===== config.mk =====
export PLATFORM = sky130hd
export DESIGN_NAME = tff_count_ctrl
export DESIGN_NICKNAME = d
export VERILOG_FILES = /design/src/rtl/tff_count_ctrl.sv
export SDC_FILE = /design/constraint.sdc
export NUM_CORES = 1
export LEC_CHECK = 0
export ABC_CLOCK_PERIOD_IN_PS = 2500
export CORE_AREA = 2 2 46 48
export CTS_CLUSTER_DIAMETER = 30
export DETAILED_ROUTE_END_ITERATION = 8
export DIE_AREA = 0 0 48 50
export PLACE_DENSITY = 0.9
export SLEW_MARGIN = 20
export SYNTH_ARGS = -nofsm -noshare
export SYNTH_HDL_FRONTEND = slang
export SYNTH_SLANG_ARGS = --single-unit
export TNS_END_PERCENT = 30

===== constraint.sdc =====
create_clock -name clk -period 2.5 [get_ports clk]
set_input_delay 0.25 -clock clk [delete_from_list [all_inputs] [get_ports clk]]
set_output_delay 0.25 -clock clk [all_outputs]
set_load 0.02 [all_outputs]

===== src/rtl/tff_count_ctrl.sv =====
// Command-driven up/down counter built from a bank of T flip-flops.
// Optional wrap pulse output is enabled by defining TFF_COUNT_CTRL_WRAP_EN.
module tff_count_ctrl #(
  parameter int WIDTH = 4,
  parameter int LEN_W = 8
) (
  input  logic             clk,
  input  logic             rst,
  input  logic             cmd_valid,
  output logic             cmd_ready,
  input  logic [LEN_W-1:0] cmd_len,
  input  logic             cmd_dir,
  input  logic             hold,
  output logic [WIDTH-1:0] t_vec,
  output logic [WIDTH-1:0] Q,
  output logic [WIDTH-1:0] Qbar,
  output logic             busy,
  output logic             done
`ifdef TFF_COUNT_CTRL_WRAP_EN
  ,
  output logic             wrap
`endif
);

  typedef enum logic [1:0] {
    IDLE = 2'd0,
    RUN  = 2'd1,
    DONE = 2'd2
  } state_t;

  state_t             state_q, state_d;
  logic [WIDTH-1:0]   q_q, q_d;
  logic [LEN_W-1:0]   rem_q, rem_d;
  logic               dir_q, dir_d;
  logic               step;
  logic               accept;
  logic [WIDTH-1:0]   up_carry;
  logic [WIDTH-1:0]   dn_borrow;

  assign step   = (state_q == RUN) && !hold;
  assign accept = (state_q == IDLE) && cmd_valid;

  // Ripple AND chains: bit i toggles when all lower bits are 1 (up) or 0 (down).
  assign up_carry[0]  = 1'b1;
  assign dn_borrow[0] = 1'b1;
  generate
    for (genvar gi = 1; gi < WIDTH; gi++) begin : g_chain
      assign up_carry[gi]  = up_carry[gi-1] & q_q[gi-1];
      assign dn_borrow[gi] = dn_borrow[gi-1] & ~q_q[gi-1];
    end
  endgenerate

  // State register
  always_ff @(posedge clk) begin
    if (rst) state_q <= IDLE;
    else     state_q <= state_d;
  end

  // Next-state logic
  always_comb begin
    state_d = state_q;
    case (state_q)
      IDLE: if (cmd_valid) state_d = (cmd_len != '0) ? RUN : DONE;
      RUN:  if (step && rem_q == LEN_W'(1)) state_d = DONE;
      DONE: state_d = IDLE;
      default: state_d = IDLE;
    endcase
  end

  // Output logic
  always_comb begin
    cmd_ready = (state_q == IDLE);
    busy      = (state_q == RUN) || (state_q == DONE);
    done      = (state_q == DONE);
    t_vec     = '0;
    if (step) t_vec = dir_q ? up_carry : dn_borrow;
  end

  always_comb begin
    q_d   = q_q ^ t_vec;
    rem_d = rem_q;
    dir_d = dir_q;
    if (accept) begin
      rem_d = cmd_len;
      dir_d = cmd_dir;
    end else if (step) begin
      rem_d = rem_q - LEN_W'(1);
    end
  end

  always_ff @(posedge clk) begin
    if (rst) begin
      q_q   <= '0;
      rem_q <= '0;
      dir_q <= 1'b0;
    end else begin
      q_q   <= q_d;
      rem_q <= rem_d;
      dir_q <= dir_d;
    end
  end

  assign Q    = q_q;
  assign Qbar = ~q_q;

`ifdef TFF_COUNT_CTRL_WRAP_EN
  logic wrap_q, wrap_d;

  // A step wraps when it leaves all-ones going up or all-zeros going down.
  always_comb begin
    wrap_d = step && (dir_q ? (&q_q) : ~(|q_q));
  end

  always_ff @(posedge clk) begin
    if (rst) wrap_q <= 1'b0;
    else     wrap_q <= wrap_d;
  end

  assign wrap = wrap_q;
`endif

endmodule


==> flow_summary.yaml <==
outcome:
  status: "finished clean"
floorplan:
  dieHeight_um: 50
  dieArea_um2: 2400
  rows: 16
  pin_count: 28
  coreArea_um2: 1900
  die_w_um: 48
  start_util_pct: 44.9
synthesis:
  ys_warn_count: 0
  avgSynthCellArea_um2: 8.55
  yosys.cell_types.count: 31
  synth_edf_count: 0
  synthFlopType: "dfxtp_1"
  async_reset_ff_share_pct: 0
  ys_seq_area_share_pct: 35.1
  synthesis.nets: 118
  synthCells: 100
  synth_area_um2: 855
  synth_seq_cells: 15
power_and_ir_drop:
  swShare_pct: 35.1
  power.switching_uw: 247
  p_comb_share_pct: 37.0
  power_frac_clock_pct: 20.2
  ir_drop_mv: 0.321
  p_seq_share_pct: 42.9
  p_per_area_nw_per_um2: 601
  leakagePower_uw: 0.000425
  internal-power_uw: 457
final_layout:
  layout_commonest_cell: "clkdlybuf4s50_1"
  area_growth_syn_to_layout_pct: 37.0
  diodes: 0
  nets: 147
  drive_above_1_share_pct: 7.81
  postLayoutCoreUtil_pct: 61.6
  final_cell_mix: "clkdlybuf4s50_1 (27), dfxtp_1 (15), nor2_1 (12)"
timing:
  rsz0062_at_grt: "false"
  worstMarginPinSlew_ps: 565
  post-route-period-util_pct: 90.8
  max_freq_mhz: 441
  finalSetupViolCount: 0
  fin_setup_tns_ps: 0
  finalHoldViolCount: 0
  slew_headroom_pct: 62.2
  finalClockSkew_ps: 9.29
  finalMaxSlewViolations: 0
  timing.final.ws_setup_ps: 230
  period_needed_ps: 2270
clock_tree:
  cts_setup_buffers: 0
  clock_latency_ps: 290
  htree_levels: 1
  hold_buffers: 0
  cts_tree: "done"
  path_clk_slew_ps: 90
  cts.repair.resized: 0
  clkSinkCount: 15
  ctsLongestPathBuffers: 2
  numCtsBuffers: 3
  cts_root_buf: "clkbuf_4"
run:
  maxCapViolCount: 0
worst_setup_path:
  criticalPathCategory: "flip-flop to primary output"
  crit_chain: "inv_1 -> ha_1 -> nand2b_1 -> a211oi_2 -> clkdlybuf4s50_1"
  cp-start-kind: "flip-flop"
  rr_endpoint: "rem_q[3]"
  required_ps: 2250
  reg2reg_setup_slack_ps: 630
  cp_slowest_stage_delay_ps: 650
  cp-end-kind: "primary output"
  crit_path_top_delay_cell: "clkdlybuf4s50_1"
  rr_worst_depth: 5
  crit_fanout: 6
  crit_arrival_ps: 2020
  r2r_start: "state_q[1]"
detailed_routing:
  drc: 0
  antenna_left: 0
  wire_per_inst_um: 12.2
  initialDrtViolationCount: 4
  drt-total-wl_mm: 1.89
  num_vias: 806
  drt-vias-per-instance: 5.20
  dr.pass1.iters: 4
global_routing:
  grt_pass1_vias: 733
  antenna_found_initial: 0
  grtUsageTotal_pct: 17.6
  overflow: 0
  grt_max_degree: 18
  grt_pass1_wl_mm: 3.04
placement:
  gp_congestion: 0.812
  dp_hpwl_mm: 1.49
  dp_slack_ps: 413
  portBuffers: 27
min_path:
  hold_end: "state_q[0]"
  min_path_cells: 2
  hold_class: "flip-flop to flip-flop"
  hp-start: "state_q[0]"
## synth_stat cells, types with 2 or more instances
cell      instances  share of area [%]
dfxtp_1          15                 35
o21ai_0           3                1.8
a211oi_1          4                3.5
a21oi_1           6                3.5
nand2_1           7                3.1
ha_1              5                7.3
or3_1             3                2.2
xor2_1            3                3.1
nand2b_1          2                1.5
nor4_1            2                1.5
nand3_1           3                1.8
clkbuf_1          2               0.88
nor2_1           12                5.3
inv_1             9                4.0
a311oi_1          3                3.1
xnor2_1           6                6.1
## metrics by stage
stage / area [um2] / power, uW / std cells / hold WS (ps)
floorplan: 855 / 469 / 100 / 321
global placement: 1140 / 559 / 151 / 488
detailed placement: 1140 / 567 / 151 / 502
CTS: 1170 / 710 / 155 / 520
global route: 1170 / 747 / 155 / 536
finish: 1170 / 704 / 155 / 522
## power groups by stage
| stage | logic [uW] | registers (uW) | clock network (uW) |
|---|---|---|---|
| floorplan | 162 | 307 | 0 |
| global placement | 254 | 305 | 0 |
| detailed placement | 261 | 306 | 0 |
| CTS | 263 | 301 | 145 |
| global route | 286 | 307 | 155 |
| finish | 260 | 302 | 142 |
## sequential cells by signal, indices dropped and copies added, names as in the netlist
name and count:
rem_q 8, Q 4, state_q 2, dir_q 1
## worst max-delay path by stage
stage | startpoint | end | slack [ps]
after floorplan | state_q[1] | rem_q[3] | 800
after CTS | state_q[1] | t_vec[3] | 220
after detailed placement | hold | t_vec[3] | 410
final | state_q[1] | t_vec[3] | 230
after global placement | hold | t_vec[3] | 450
after global routing | state_q[1] | t_vec[2] | 50
## metal layers
| metal | track usage (%) | share of wire [%] |
|---|---|---|
| met1 | 20.3 | 43 |
| met5 | 0 | 0 |
| met2 | 29.3 | 51 |
| met3 | 2.56 | 3.4 |
| met4 | 9.46 | 2.2 |
## worst max-delay path: cells and delay by family, from the launching register on
family          cells  cell delay [ps]
flops               1              320
fa+ha+maj           1              260
compound gates      1              240
buf+inv             2              750
simple gates        1              180
## final cells by class
type                    instances  area [um2]
clock inverters                 1        5.00
inverters                       9        33.8
well taps                      27        33.8
flip-flops and latches         15         300
clock buffers                   3        22.5
multi-input cells              73         505
repair buffers                 27         270
fillers                       162         731
## kinds of logic after synthesis
| family | Yosys count | synth area share (%) |
|---|---|---|
| xor+xnor | 9 | 9.22 |
| simple gates | 38 | 25.9 |
| buf+inv | 12 | 5.71 |
| flops | 15 | 35.1 |
| compound gates | 21 | 16.7 |
| fa+ha+maj | 5 | 7.32 |
(Power assumes the default switching activity.)
